[config.mk]
export PLATFORM = sky130hd
export DESIGN_NAME = int_controller_flat
export DESIGN_NICKNAME = d
export VERILOG_FILES = /design/src/rtl/int_controller_if.sv /design/src/rtl/int_controller.sv /design/src/flat_wrapper.sv
export SDC_FILE = /design/constraint.sdc
export NUM_CORES = 1
export LEC_CHECK = 0
export CORE_MARGIN = 2
export CORE_UTILIZATION = 48
export CTS_BUF_LIST = sky130_fd_sc_hd__clkbuf_8
export CTS_CLUSTER_DIAMETER = 50
export DETAILED_ROUTE_END_ITERATION = 10
export PLACE_DENSITY = 0.82
export SLEW_MARGIN = 20
export SYNTH_ARGS = -nofsm -noshare
export SYNTH_HDL_FRONTEND = slang
export SYNTH_SLANG_ARGS = --single-unit
[constraint.sdc]
create_clock -name clk -period 1.7 [get_ports clk]
set_clock_uncertainty 0.2 [all_clocks]
set_input_delay 0.17 -clock clk [delete_from_list [all_inputs] [get_ports clk]]
set_output_delay 0.17 -clock clk [all_outputs]
set_load 0.02 [all_outputs]
[src/rtl/int_controller_if.sv]
// Interrupt controller bus: device requests, mask load, CPU ack/eoi in; request and status out.
// Latency: pure wiring, no state.
// Backpressure: none; the CPU acknowledges through int_ack and signals completion through eoi.
interface int_controller_if #(
    parameter int N_IRQ = 8,
    parameter int IDX_W = 3
);
    logic [N_IRQ-1:0] irq_in;
    logic             mask_wr;
    logic [N_IRQ-1:0] mask_data;
    logic             int_ack;
    logic             eoi;
    logic             int_out;
    logic [IDX_W-1:0] int_vec;
    logic             in_service;
    logic [N_IRQ-1:0] pending;
    logic [N_IRQ-1:0] mask;

    // System side: drives requests and CPU strobes, observes the controller.
    modport master (
        output irq_in, mask_wr, mask_data, int_ack, eoi,
        input  int_out, int_vec, in_service, pending, mask
    );

    // Controller side.
    modport slave (
        input  irq_in, mask_wr, mask_data, int_ack, eoi,
        output int_out, int_vec, in_service, pending, mask
    );
endinterface

[src/rtl/int_controller.sv]
// Interrupt request initiator for the MIPS core: pending/mask capture, fixed priority (lowest index wins).
// Latency: irq edge at clock k sets pending after k; int_out rises after k+1; reasserts 2 cycles after eoi.
// Backpressure: int_out held until int_ack; no nesting until eoi. Macro INTC_LEVEL_TRIG_EN selects level mode.
module int_controller #(
    parameter int N_IRQ = 8,
    parameter int IDX_W = 3
) (
    input  logic            clk,
    input  logic            rst,
    int_controller_if.slave bus
);

    typedef enum logic [1:0] {
        IDLE    = 2'd0,
        REQ     = 2'd1,
        SERVICE = 2'd2
    } state_t;

    state_t           state_q, state_d;
    logic             int_out_q, int_out_d;
    logic [IDX_W-1:0] int_vec_q, int_vec_d;
    logic             in_service_q, in_service_d;
    logic [N_IRQ-1:0] pending_q, pending_d;
    logic [N_IRQ-1:0] mask_q, mask_d;

    logic [N_IRQ-1:0] cand;
    logic [IDX_W-1:0] winner;

`ifndef INTC_LEVEL_TRIG_EN
    logic [N_IRQ-1:0] irq_prev_q, irq_prev_d;
    logic [N_IRQ-1:0] irq_edge;
    logic [N_IRQ-1:0] clr_sel;
    logic             ack_clr;
`endif

    // Unmasked pending sources and the lowest-index winner among them.
    always_comb begin
        cand   = pending_q & ~mask_q;
        winner = '0;
        for (int i = N_IRQ - 1; i >= 0; i--) begin
            if (cand[i]) begin
                winner = IDX_W'(i);
            end
        end
    end

    // Request FSM: raise int_out, track winner while requesting, freeze it on ack.
    always_comb begin
        state_d      = state_q;
        int_out_d    = 1'b0;
        int_vec_d    = int_vec_q;
        in_service_d = in_service_q;
        unique case (state_q)
            IDLE: begin
                in_service_d = 1'b0;
                if (|cand) begin
                    state_d   = REQ;
                    int_out_d = 1'b1;
                    int_vec_d = winner;
                end
            end
            REQ: begin
                // Ack has priority over a same-cycle eoi and over the source being masked off.
                if (bus.int_ack) begin
                    state_d      = SERVICE;
                    in_service_d = 1'b1;
                end else if (!(|cand)) begin
                    state_d = IDLE;
                end else begin
                    int_out_d = 1'b1;
                    int_vec_d = winner;
                end
            end
            SERVICE: begin
                in_service_d = 1'b1;
                if (bus.eoi) begin
                    state_d      = IDLE;
                    in_service_d = 1'b0;
                end
            end
            default: begin
                state_d      = IDLE;
                in_service_d = 1'b0;
            end
        endcase
    end

    // Pending and mask next-state: edge capture with set-over-clear, or level follow.
    always_comb begin
        mask_d = bus.mask_wr ? bus.mask_data : mask_q;
`ifdef INTC_LEVEL_TRIG_EN
        // Device owns its line, so pending simply mirrors it one cycle late.
        pending_d = bus.irq_in;
`else
        irq_prev_d = bus.irq_in;
        irq_edge   = bus.irq_in & ~irq_prev_q;
        // Ack clears the bit named by the registered vector, i.e. the pre-mask-write value.
        ack_clr    = (state_q == REQ) && bus.int_ack;
        clr_sel    = '0;
        for (int i = 0; i < N_IRQ; i++) begin
            clr_sel[i] = ack_clr && (int_vec_q == IDX_W'(i));
        end
        pending_d  = (pending_q & ~clr_sel) | irq_edge;
`endif
    end

    // State registers with synchronous reset.
    always_ff @(posedge clk) begin
        if (rst) begin
            state_q      <= IDLE;
            int_out_q    <= 1'b0;
            int_vec_q    <= '0;
            in_service_q <= 1'b0;
            pending_q    <= '0;
            mask_q       <= '1;
`ifndef INTC_LEVEL_TRIG_EN
            irq_prev_q   <= '0;
`endif
        end else begin
            state_q      <= state_d;
            int_out_q    <= int_out_d;
            int_vec_q    <= int_vec_d;
            in_service_q <= in_service_d;
            pending_q    <= pending_d;
            mask_q       <= mask_d;
`ifndef INTC_LEVEL_TRIG_EN
            irq_prev_q   <= irq_prev_d;
`endif
        end
    end

    assign bus.int_out    = int_out_q;
    assign bus.int_vec    = int_vec_q;
    assign bus.in_service = in_service_q;
    assign bus.pending    = pending_q;
    assign bus.mask       = mask_q;

endmodule

[src/flat_wrapper.sv]
// flat-port wrapper written by rule: the top's interface ports become plain ports
module int_controller_flat 
#(
    parameter int N_IRQ = 8,
    parameter int IDX_W = 3
)
  (clk, rst, bus_irq_in, bus_mask_wr, bus_mask_data, bus_int_ack, bus_eoi, bus_int_out, bus_int_vec, bus_in_service, bus_pending, bus_mask);
  int_controller_if #(.N_IRQ(N_IRQ), .IDX_W(IDX_W)) bus_i ();
  input  logic clk;
  input  logic rst;
  input wire logic [$bits(bus_i.irq_in)-1:0] bus_irq_in;
  input wire logic [$bits(bus_i.mask_wr)-1:0] bus_mask_wr;
  input wire logic [$bits(bus_i.mask_data)-1:0] bus_mask_data;
  input wire logic [$bits(bus_i.int_ack)-1:0] bus_int_ack;
  input wire logic [$bits(bus_i.eoi)-1:0] bus_eoi;
  output wire logic [$bits(bus_i.int_out)-1:0] bus_int_out;
  output wire logic [$bits(bus_i.int_vec)-1:0] bus_int_vec;
  output wire logic [$bits(bus_i.in_service)-1:0] bus_in_service;
  output wire logic [$bits(bus_i.pending)-1:0] bus_pending;
  output wire logic [$bits(bus_i.mask)-1:0] bus_mask;
  assign bus_i.irq_in = bus_irq_in;
  assign bus_i.mask_wr = bus_mask_wr;
  assign bus_i.mask_data = bus_mask_data;
  assign bus_i.int_ack = bus_int_ack;
  assign bus_i.eoi = bus_eoi;
  assign bus_int_out = bus_i.int_out;
  assign bus_int_vec = bus_i.int_vec;
  assign bus_in_service = bus_i.in_service;
  assign bus_pending = bus_i.pending;
  assign bus_mask = bus_i.mask;
  int_controller #(.N_IRQ(N_IRQ), .IDX_W(IDX_W)) u_core (.clk(clk), .rst(rst), .bus(bus_i));
endmodule
; Word level (Yosys, flattened, before mapping)
; Cells that the tools add are included.
[op_classes]
n_eq_ne = 14
n_bitwise = 7
n_reduce_logical = 15
muxes = 22
[op_table]
columns = cell, n
row1 = 2-to-1 mux 3 bit, 10
row2 = bitwise AND 8 bit, 3
row3 = NOT 8 bit, 3
row4 = "equality test 3 bit, second input constant", 4
row5 = logical AND 1 bit, 9
row6 = 2-to-1 mux 2 bit, 4
row7 = OR 8 bit, 1
row8 = OR reduction 8 bit, 1
row9 = "equality test 3 x 2 -> 1 bit, second input constant", 2
row10 = "inequality test 2 bit, second input constant", 3
row11 = case mux 2 bit (3 select lines), 1
row12 = case mux 3 bit (2 select lines), 1
row13 = 2-to-1 mux 1 bit, 4
row14 = case mux 1 bit (2 select lines), 2
row15 = "equality test 3 x 1 -> 1 bit, second input constant", 1
row16 = zero test 3 bit, 1
row17 = "inequality test 3 bit, second input constant", 1
row18 = AND reduction 3 bit, 1
row19 = "equality test 2 x 1 -> 1 bit, second input constant", 1
row20 = "equality test 2 bit, second input constant", 1
row21 = zero test 2 bit, 1
row22 = "inequality test 2 x 1 -> 1 bit, second input constant", 1
row23 = AND reduction 2 bit, 1
row24 = nonzero test 2 bit, 1
[word_totals]
regBits = 31
output_inout_bits = 21
wordCells = 65
inputBits = 21

; Longest topological paths before layout
; Gate-level depths: netlist of run 1.
[logic_depth]
depth_word = 13
mapped_depth = 6
depth_no_buf = 6

; Worst setup path after synthesis of run 1
; No wires, ideal clock.
[synth_timing]
path_kind = register to register
start = reg u_core.state_q[1]
end = reg u_core.state_q[1]
slack_ns = 0.158
t_required_ns = 1.368
stages_incl_launch_ff = 7
arrival_time_ns = 1.211
path_cell_list = dfxtp_1 > inv_2 > ha_1 > nand2_1 > o21ai_1 > a2111oi_0 > nor3b_1
[synth_between]
elab_chain_len = 3
[synth_rtl]
columns = element, line_no
row1 = from (decl), int_controller.sv:19  ; state_t state_q, state_d;
row2 = from (signal assigned), int_controller.sv:120  ; state_q <= state_d;
row3 = equality test 2 x 1 -> 1 bit (tied with other cells), int_controller.sv:53  ; unique case (state_q)
row4 = inequality test 3 bit (no line) (tied with other cells), --
row5 = AND reduction 3 bit (no line), --
; Several ways; a longest one is shown, not always the timed one.
; A chain may end at the register's enable or synchronous reset.

; Final worst setup path of run 1
[layout_timing]
start = reg u_core.pending_q[6], in the netlist u_core.bus.pending[6]
end = out bus_pending[6]
[layout_rtl]
columns = element, line_no
row1 = from (decl), int_controller.sv:23  ; logic [N_IRQ-1:0] pending_q, pending_d;
row2 = from (signal assigned), int_controller.sv:124  ; pending_q <= pending_d;
row3 = to (decl), flat_wrapper.sv:19  ; output wire logic [$bits(bus_i.pending)-1:0] bus_pending;
; No word-level cell between the ends.

==> flow_metrics.tcl, run 1 <==
set metrics [dict create \
    layout-drive-gt1-share 0.1515 \
    ant_nets 0 \
    wire_per_inst_microns 14.57 \
    critPathKind "flop to primary output" \
    cp_slowest_stage_delay_ps 630 \
    grt_max_degree 17 \
    yosysWarnings 0 \
    synth_cell_types 33 \
    tightestPinTransition_ps 513.1 \
    crit_path_start "u_core.bus.pending[6]$_SDFF_PP0_" \
    fin_setup_tns_ps 0 \
    wirelength_mm 3.336 \
    synth_nets 172 \
    cts_tree "built" \
    drc_errors 0 \
    clock_latency_ps 280 \
    status "complete, no violations" \
    overflow 0 \
    port_buffers 41 \
    die_w_microns 57.38 \
    diodes 0 \
    worstHoldStart "bus_irq_in[0]" \
    initial_utilization 0.5002 \
    cp_data_required_time_ps 1330 \
    startpoint_type "flop" \
    vias 1260 \
    grt_pass1_vias 1199 \
    area_growth_syn_to_layout_pct 45.01 \
    clk_path_buf_depth 2 \
    mostFrequentLayoutCells "35 x clkdlybuf4s50_1, 30 x dfxtp_1, 19 x nor2b_1, 17 x nand2b_1, 12 x o21ai_0" \
    synth_compound_area_frac 0.2187 \
    first_pass_iters 4 \
    cpLargestDelayFamily "buffers and inverters" \
    worst-path-buf-inv 1 \
    setup_ws_ps 27.90 \
    slew_violations 0 \
    antenna_found_initial 0 \
    min_period_over_period 0.9836 \
    die_y_microns 57.38 \
    max_freq_mhz 598.1 \
    cts_hold_buf 0 \
    drt_iter0_markers 46 \
    cts_made_buffers 5 \
    hold_viol 0 \
    synth-xor-area-share 0 \
    avgSynthCellArea_sq_um 9.240 \
    layout_commonest_cell "clkdlybuf4s50_1" \
    crit_arrival_ps 1300 \
    dieArea_sq_mm 0.003292 \
    p_per_area_mw_per_mm2 958.1 \
    place.gp.congestion 0.7759 \
    synthAdderAreaFrac 0.02745 \
    p_leak_nw 0.7984 \
    boundaryPins 42 \
    worstHoldPathType "primary input to flop" \
    crit-reg2reg-launch "u_core.state_q[1]$_SDFFE_PP0P_" \
    dp_slack_ps 20.35 \
    ir_worst_vdd_mv 0.6633 \
    root_buffer "clkbuf_8" \
    synth_top_family_by_area "simple AND/OR/NAND/NOR gates" \
    synthSimpleGateAreaFrac 0.2672 \
    layout_min_cycle_time_ps 1672 \
    muxShareOfSynthArea 0 \
    critical_path.max_fanout 4 \
    grtUsageTotal 0.2143 \
    cts_sinks 31 \
    nets 222 \
    postCtsSetupBuffers 0 \
    slew_headroom 0.6568 \
    worstPathCellList "clkdlybuf4s50_1" \
    ys_ff_latch 31 \
    synth_cells 148 \
    row_count 19 \
    htreeDepth 2 \
    cp_slowest_cell "clkdlybuf4s50_1" \
    viasPerCell 5.502 \
    setup_violations 0 \
    synth_sequential_area_ratio 0.4538 \
    core_sq_mm 0.002734 \
    path_clk_slew_ps 60 \
    maxCapViolations 0 \
    end_kind "primary output" \
    grt_pass1_wl_mm 5.382 \
    synth_area_sq_mm 0.001368 \
    dpl.hpwl_mm 2.445 \
]
[logic make-up after synthesis]
group / count (synthesis)
AOI/OAI and AO/OA: 45
adders and majority gates: 3
buffers and inverters: 11
DFF: 31
and+or+nand+nor: 58
[repair_timing]
action,CTS,global route
setup endpoints to repair,3,8
resized for setup,3,16
pin swaps,0,1
[where the power goes]
part | switching [mW] | internal [mW]
logic | 0.238 | 0.245
clock network | 0.259 | 0.317
registers | 0.0523 | 0.789
[metal layers]
metal,track usage,vias to the layer above,routed length (microns)
met5,0,-,0
met4,0.07973,0,70
met3,0.08617,10,180
met2,0.3458,37,1615
met1,0.2560,592,1470
li1,-,621,-
[layout make-up]
class | count | area (sq um)
timing repair buffer | 48 | 470.5
inverter | 6 | 22.52
tap | 31 | 38.79
clock buffer | 6 | 82.58
fill | 212 | 750.7
sequential | 31 | 621.8
clock inverter | 1 | 5.005
multi-input combinational | 106 | 742.0
[worst paths after layout]
check	slack, ps	cells after the start	end
worst max register to register	80	6	u_core.state_q[1]$_SDFFE_PP0P_
worst min register to register	280	2	u_core.bus.pending[2]$_SDFF_PP0_
worst max-delay path	30	1	bus_pending[6]
worst min-delay path	270	3	u_core.bus.pending[0]$_SDFF_PP0_
[Yosys cell counts]
| master | number | share of area |
|---|---|---|
| nor3b_1 | 1 | 0.0055 |
| o2111ai_2 | 1 | 0.011 |
| a221oi_1 | 2 | 0.013 |
| or3_1 | 1 | 0.0046 |
| nor2b_4 | 1 | 0.010 |
| inv_1 | 5 | 0.014 |
| nand4b_4 | 1 | 0.017 |
| ha_1 | 3 | 0.027 |
| o21ai_1 | 2 | 0.0073 |
| o31ai_1 | 2 | 0.011 |
| nor2_1 | 4 | 0.011 |
| a211o_1 | 8 | 0.051 |
| o221ai_1 | 1 | 0.0064 |
| o21a_1 | 1 | 0.0055 |
| buf_2 | 3 | 0.011 |
| nand2b_2 | 2 | 0.013 |
| clkbuf_1 | 2 | 0.0055 |
| o211ai_1 | 1 | 0.0055 |
| a22oi_1 | 1 | 0.0055 |
| nor2b_1 | 20 | 0.091 |
| nand2_1 | 5 | 0.014 |
| a21oi_1 | 10 | 0.037 |
| nor3_1 | 3 | 0.011 |
| nand3_1 | 2 | 0.0073 |
| a2111oi_0 | 1 | 0.0064 |
| nand2b_1 | 17 | 0.078 |
| o22ai_1 | 1 | 0.0046 |
| o21ai_0 | 12 | 0.044 |
| dfxtp_1 | 31 | 0.45 |
| a31o_1 | 1 | 0.0064 |
| inv_2 | 1 | 0.0027 |
| a31oi_1 | 1 | 0.0046 |
| and2_0 | 1 | 0.0046 |
[sequential cells by signal, summed over array words and instances, names as in the netlist]
name / count
u_core.bus.in_service: 1
u_core.bus.int_out: 1
u_core.bus.int_vec: 3
u_core.bus.mask: 8
u_core.bus.pending: 8
u_core.irq_prev_q: 8
u_core.state_q: 2
[metrics by stage]
step	hold slack [ps]	total power, mW	util	instance area [sq um]	std cells
4_1_cts	272.2	1.870	0.7076	1934	229
6_report	267.4	1.900	0.7254	1983	229
5_1_grt	275.5	1.981	0.7254	1983	229
3_5_place_dp	280.3	1.302	0.6755	1847	222
3_3_place_gp	271.5	1.288	0.6755	1847	222
2_1_floorplan	87.94	1.091	-	1368	148
Note: power is estimated with default switching activity, not from simulation.
==> run 2: changes to the inputs <==
--- a/config.mk
+++ b/config.mk
@@ -5,12 +5,13 @@
 export SDC_FILE = /design/constraint.sdc
 export NUM_CORES = 1
 export LEC_CHECK = 0
+export ABC_CLOCK_PERIOD_IN_PS = 1700
 export CORE_MARGIN = 2
 export CORE_UTILIZATION = 48
 export CTS_BUF_LIST = sky130_fd_sc_hd__clkbuf_8
-export CTS_CLUSTER_DIAMETER = 50
 export DETAILED_ROUTE_END_ITERATION = 10
 export PLACE_DENSITY = 0.82
+export SETUP_SLACK_MARGIN = 0.5
 export SLEW_MARGIN = 20
 export SYNTH_ARGS = -nofsm -noshare
 export SYNTH_HDL_FRONTEND = slang
==> flow_metrics.tcl, run 2 (same netlist as run 1, synthesis figures left out) <==
set metrics [dict create \
    status "complete, no violations" \
    nets 228 \
    rsz0062_at_grt "yes" \
    slew_violations 0 \
    final_area_sq_mm 0.002235 \
    wl_met3_microns 249 \
    root_buffer "clkbuf_8" \
    cts_hold_buf 0 \
    crit-reg2reg-launch "u_core.state_q[0]$_SDFFE_PP0P_" \
    htreeDepth 2 \
    nFillCells 169 \
    grt_pass1_wl_mm 6.230 \
    top_layer_used "met4" \
    cp_data_required_time_ps 1670 \
    cts_sinks 31 \
    max_freq_mhz 633.1 \
    final_util 0.8174 \
    crit_path_start "u_core.state_q[0]$_SDFFE_PP0P_" \
    hold_viol 0 \
    dieArea_sq_mm 0.003292 \
    critical_path.max_fanout 4 \
    startpoint_type "flop" \
    layout_min_cycle_time_ps 1580 \
    layout-drive-gt1-share 0.4732 \
    layout_commonest_cell "buf_4" \
    area_growth_syn_to_layout_pct 63.40 \
    reg2reg_setup_slack_ps 120 \
    fin_setup_tns_ps 0 \
    dpl.hpwl_mm 2.587 \
    place.gp.congestion 0.9396 \
    crit_arrival_ps 1550 \
    row_count 19 \
    end_kind "flop" \
    diodes 0 \
    setup_ws_ps 120.4 \
    overflow 0 \
    grtUsageTotal 0.2545 \
    boundaryPins 42 \
    whs_ps 260.2 \
    tightestPinTransition_ps 450.3 \
    p_per_area_mw_per_mm2 939.7 \
    grt_pass1_vias 1303 \
    vias 1367 \
    drc_errors 0 \
    maxCapViolations 0 \
    cts_made_buffers 5 \
    wl_met1_mm 1.492 \
    reg2reg_depth 6 \
    ant_nets 0 \
    design_power_total_mw 2.100 \
    slew_headroom 0.6998 \
    min_period_over_period 0.9292 \
    wire_per_inst_microns 16.91 \
    cts_tree "built" \
    wirelength_mm 3.991 \
    initial_utilization 0.5002 \
    path_clk_slew_ps 60 \
    first_pass_iters 5 \
    dp_slack_ps -0.05362 \
    worstHoldPathType "primary input to flop" \
    final_cells 236 \
    grt_max_degree 17 \
    viasPerCell 5.792 \
    clk_path_buf_depth 2 \
    wl_met2_mm 2.079 \
    postPlaceCellArea_sq_mm 0.001959 \
    antenna_found_initial 0 \
    endpoint "u_core.state_q[1]$_SDFFE_PP0P_" \
    p_leak_nw 0.8996 \
    die_w_microns 57.38 \
    rr_endpoint "u_core.state_q[1]$_SDFFE_PP0P_" \
    core_sq_mm 0.002734 \
    dpl.cell_count 220 \
    setup_violations 0 \
    die_y_microns 57.38 \
    clock_latency_ps 290 \
    drt_iter0_markers 86 \
    critPathKind "flop to flop" \
    ir_worst_vdd_mv 0.8390 \
    mostFrequentLayoutCells "21 x buf_4, 18 x nor2b_1, 18 x clkdlybuf4s50_1, 14 x dfxtp_4, 12 x nand2b_1" \
    port_buffers 41 \
]
[run 2: cell types whose count changed in the layout (fill, tap and decap cells not counted), sizes merged]
cell / before / now
clkbuf: 6 / 7
inv: 6 / 7
dlymetal6s2s: 4 / 0
buf: 7 / 34
clkdlybuf4s50: 35 / 18
clkinv: 1 / 0
[run 2: how the worst min path moves through the flow]
| stage | from | end | cells past startpoint |
|---|---|---|---|
| after global placement | u_core.irq_prev_q[0]$_SDFF_PP0_ | u_core.bus.pending[0]$_SDFF_PP0_ | 2 |
| after CTS | bus_irq_in[5] | u_core.bus.pending[5]$_SDFF_PP0_ | 3 |
| after global routing | bus_irq_in[0] | u_core.irq_prev_q[0]$_SDFF_PP0_ | 2 |
| after detailed placement | u_core.irq_prev_q[6]$_SDFF_PP0_ | u_core.bus.pending[6]$_SDFF_PP0_ | 2 |
| final | bus_irq_in[3] | u_core.bus.pending[3]$_SDFF_PP0_ | 3 |
| after floorplan | bus_mask_data[0] | u_core.bus.mask[0]$_SDFFE_PP1P_ | 1 |
[run 2: critical path: stages (launching register included)]
cell and delay, ps:
dfxtp_4 390, inv_4 60, ha_4 180, inv_4 80, nor3_1 70, a2111oi_2 400, nor3b_1 90
[run 2: final cells by class]
cell class | instances | area (sq um) | share of cell area
multi-input cells | 106 | 928.4 | 0.4155
clock inverters | 1 | 3.754 | 0.001680
repair buffers | 54 | 454.2 | 0.2032
inverters | 6 | 32.53 | 0.01456
well taps | 31 | 38.79 | 0.01736
clock buffers | 7 | 96.34 | 0.04311
flip-flops and latches | 31 | 680.7 | 0.3046
[run 2: metal layers]
metal,vias to the layer above,GRT usage
met2,56,0.4286
met4,0,0.1927
li1,632,-
met3,17,0.04762
met5,-,0
met1,662,0.2809
[run 2: report_power, final]
| group | switching, mW | total [mW] | internal [mW] | leakage [nW] |
|---|---|---|---|---|
| Clock | 0.271 | 0.634 | 0.363 | 0.0557 |
| Combinational | 0.308 | 0.610 | 0.302 | 0.580 |
| Sequential | 0.0672 | 0.856 | 0.789 | 0.264 |
| Total | 0.646 | 2.10 | 1.45 | 0.900 |
[run 2: what timing repair did]
item                       CTS  global route
buffers inserted             5             3
resized for setup          124            28
pin swaps                    9             4
setup endpoints to repair   37            24
==> run 3: changes to the inputs <==
--- a/config.mk
+++ b/config.mk
@@ -7,12 +7,11 @@
 export LEC_CHECK = 0
 export ABC_CLOCK_PERIOD_IN_PS = 1700
 export CORE_MARGIN = 2
-export CORE_UTILIZATION = 48
+export CORE_UTILIZATION = 30
 export CTS_BUF_LIST = sky130_fd_sc_hd__clkbuf_8
 export DETAILED_ROUTE_END_ITERATION = 10
-export PLACE_DENSITY = 0.82
+export DONT_BUFFER_PORTS = 1
 export SETUP_SLACK_MARGIN = 0.5
-export SLEW_MARGIN = 20
 export SYNTH_ARGS = -nofsm -noshare
 export SYNTH_HDL_FRONTEND = slang
 export SYNTH_SLANG_ARGS = --single-unit
==> flow_metrics.tcl, run 3 (same netlist as run 1, synthesis figures left out) <==
set metrics [dict create \
    status "finished with violations" \
    violations "hold timing" \
    boundaryPins 42 \
    layout_commonest_cell "nor2b_1" \
    critical_path.max_fanout 6 \
    cts_made_buffers 5 \
    path_clk_slew_ps 70 \
    row_count 24 \
    overflow 0 \
    antenna_found_initial 0 \
    dieArea_sq_mm 0.005114 \
    maxCapViolations 0 \
    slew_headroom 0.7637 \
    htreeDepth 2 \
    grt_pass1_vias 1287 \
    first_pass_iters 4 \
    reg2reg_depth 4 \
    hold_path_end "u_core.bus.int_vec[1]$_SDFFE_PP0P_" \
    place.gp.congestion 0.7454 \
    wire_per_inst_microns 16.91 \
    critPathKind "flop to flop" \
    dpl.hpwl_mm 2.447 \
    slew_violations 0 \
    cts_sinks 31 \
    crit_arrival_ps 1530 \
    cp_data_required_time_ps 1690 \
    crit-reg2reg-launch "u_core.bus.mask[7]$_SDFFE_PP1P_" \
    grt_pass1_wl_mm 6.223 \
    drc_errors 0 \
    tightestPinTransition_ps 354.3 \
    area_growth_syn_to_layout_pct 46.57 \
    setup_violations 0 \
    mostFrequentLayoutCells "18 x nor2b_1, 13 x dfxtp_4, 12 x nand2b_1, 10 x a21oi_1, 10 x dfxtp_1" \
    drt_iter0_markers 26 \
    cts_hold_buf 8 \
    reg2reg_setup_slack_ps 170 \
    root_buffer "clkbuf_8" \
    setup_ws_ps 165.6 \
    nets 194 \
    rr_endpoint "u_core.bus.int_vec[0]$_SDFFE_PP0P_" \
    cts_tree "built" \
    layout-drive-gt1-share 0.4386 \
    die_y_microns 71.52 \
    worstHoldStart "rst" \
    hold_depth 1 \
    end_kind "flop" \
    initial_utilization 0.3119 \
    startpoint_type "flop" \
    fin_setup_tns_ps 0 \
    p_per_area_mw_per_mm2 1086 \
    vias 1207 \
    rsz0062_at_grt "yes" \
    ant_nets 0 \
    final_util 0.4572 \
    clk_path_buf_depth 2 \
    core_sq_mm 0.004384 \
    die_w_microns 71.52 \
    viasPerCell 5.413 \
    layout_min_cycle_time_ps 1534 \
    hold_viol 23 \
    wirelength_mm 3.770 \
    p_leak_nw 0.7719 \
    min_period_over_period 0.9026 \
    grtUsageTotal 0.1600 \
    port_buffers 0 \
    diodes 0 \
    whs_ps -267.4 \
    max_freq_mhz 651.7 \
    grt_max_degree 36 \
    dp_slack_ps 151.4 \
    clock_latency_ps 290 \
    worstHoldPathType "primary input to flop" \
    ir_worst_vdd_mv 0.5353 \
]
[run 3: stage by stage]
stage / cell area [sq um] / instances / total power, mW
5_1_grt: 2004 / 223 / 2.274
4_1_cts: 1919 / 221 / 2.153
3_3_place_gp: 1563 / 200 / 1.191
6_report: 2004 / 223 / 2.178
2_1_floorplan: 1483 / 148 / 1.138
3_5_place_dp: 1563 / 200 / 1.204
[run 3: cell type report]
type / count / area, sq um
clock inverters: 3 / 63.81
fillers: 436 / 2380
multi-input cells: 106 / 910.9
well taps: 52 / 65.06
repair buffers: 20 / 188.9
flip-flops and latches: 31 / 679.4
inverters: 6 / 27.53
clock buffers: 5 / 68.82
[run 3: critical path, cell delays in order, from the launching register on]
cell and delay, ps:
dfxtp_4 390, nand2b_4 150, o2111ai_4 210, or3_1 400
o221ai_1 90
[run 3: layer usage]
metal | global-route usage | wire [microns]
met5 | 0 | 0
met1 | 0.1814 | 1444
met3 | 0.08158 | 375
met2 | 0.2572 | 1875
met4 | 0.06080 | 75
[run 3: power breakdown]
group / total [mW] / leakage [nW] / internal (mW) / switching (mW)
Sequential: 0.908 / 0.264 / 0.791 / 0.117
Combinational: 0.404 / 0.439 / 0.212 / 0.192
Clock: 0.865 / 0.0695 / 0.580 / 0.286
Total: 2.18 / 0.772 / 1.58 / 0.594
[run 3: timing repair]
item | CTS | global route
buffers inserted | 5 | 2
gates resized for setup | 34 | 19
setup endpoints to repair | 21 | 21
endpoints found under the hold margin | 31 | 23
pin swaps | 5 | 2
[run 3: worst max path at each step]
stage,startpoint,slack (ps),end
CTS,u_core.bus.pending[0]$_SDFF_PP0_,210,u_core.state_q[1]$_SDFFE_PP0P_
global route,u_core.state_q[1]$_SDFFE_PP0P_,140,u_core.state_q[1]$_SDFFE_PP0P_
detailed placement,u_core.state_q[1]$_SDFFE_PP0P_,150,u_core.bus.int_vec[1]$_SDFFE_PP0P_
global placement,u_core.state_q[0]$_SDFFE_PP0P_,230,u_core.state_q[1]$_SDFFE_PP0P_
finish,u_core.bus.mask[7]$_SDFFE_PP1P_,170,u_core.bus.int_vec[0]$_SDFFE_PP0P_
floorplan,u_core.state_q[1]$_SDFFE_PP0P_,280,u_core.bus.int_vec[1]$_SDFFE_PP0P_
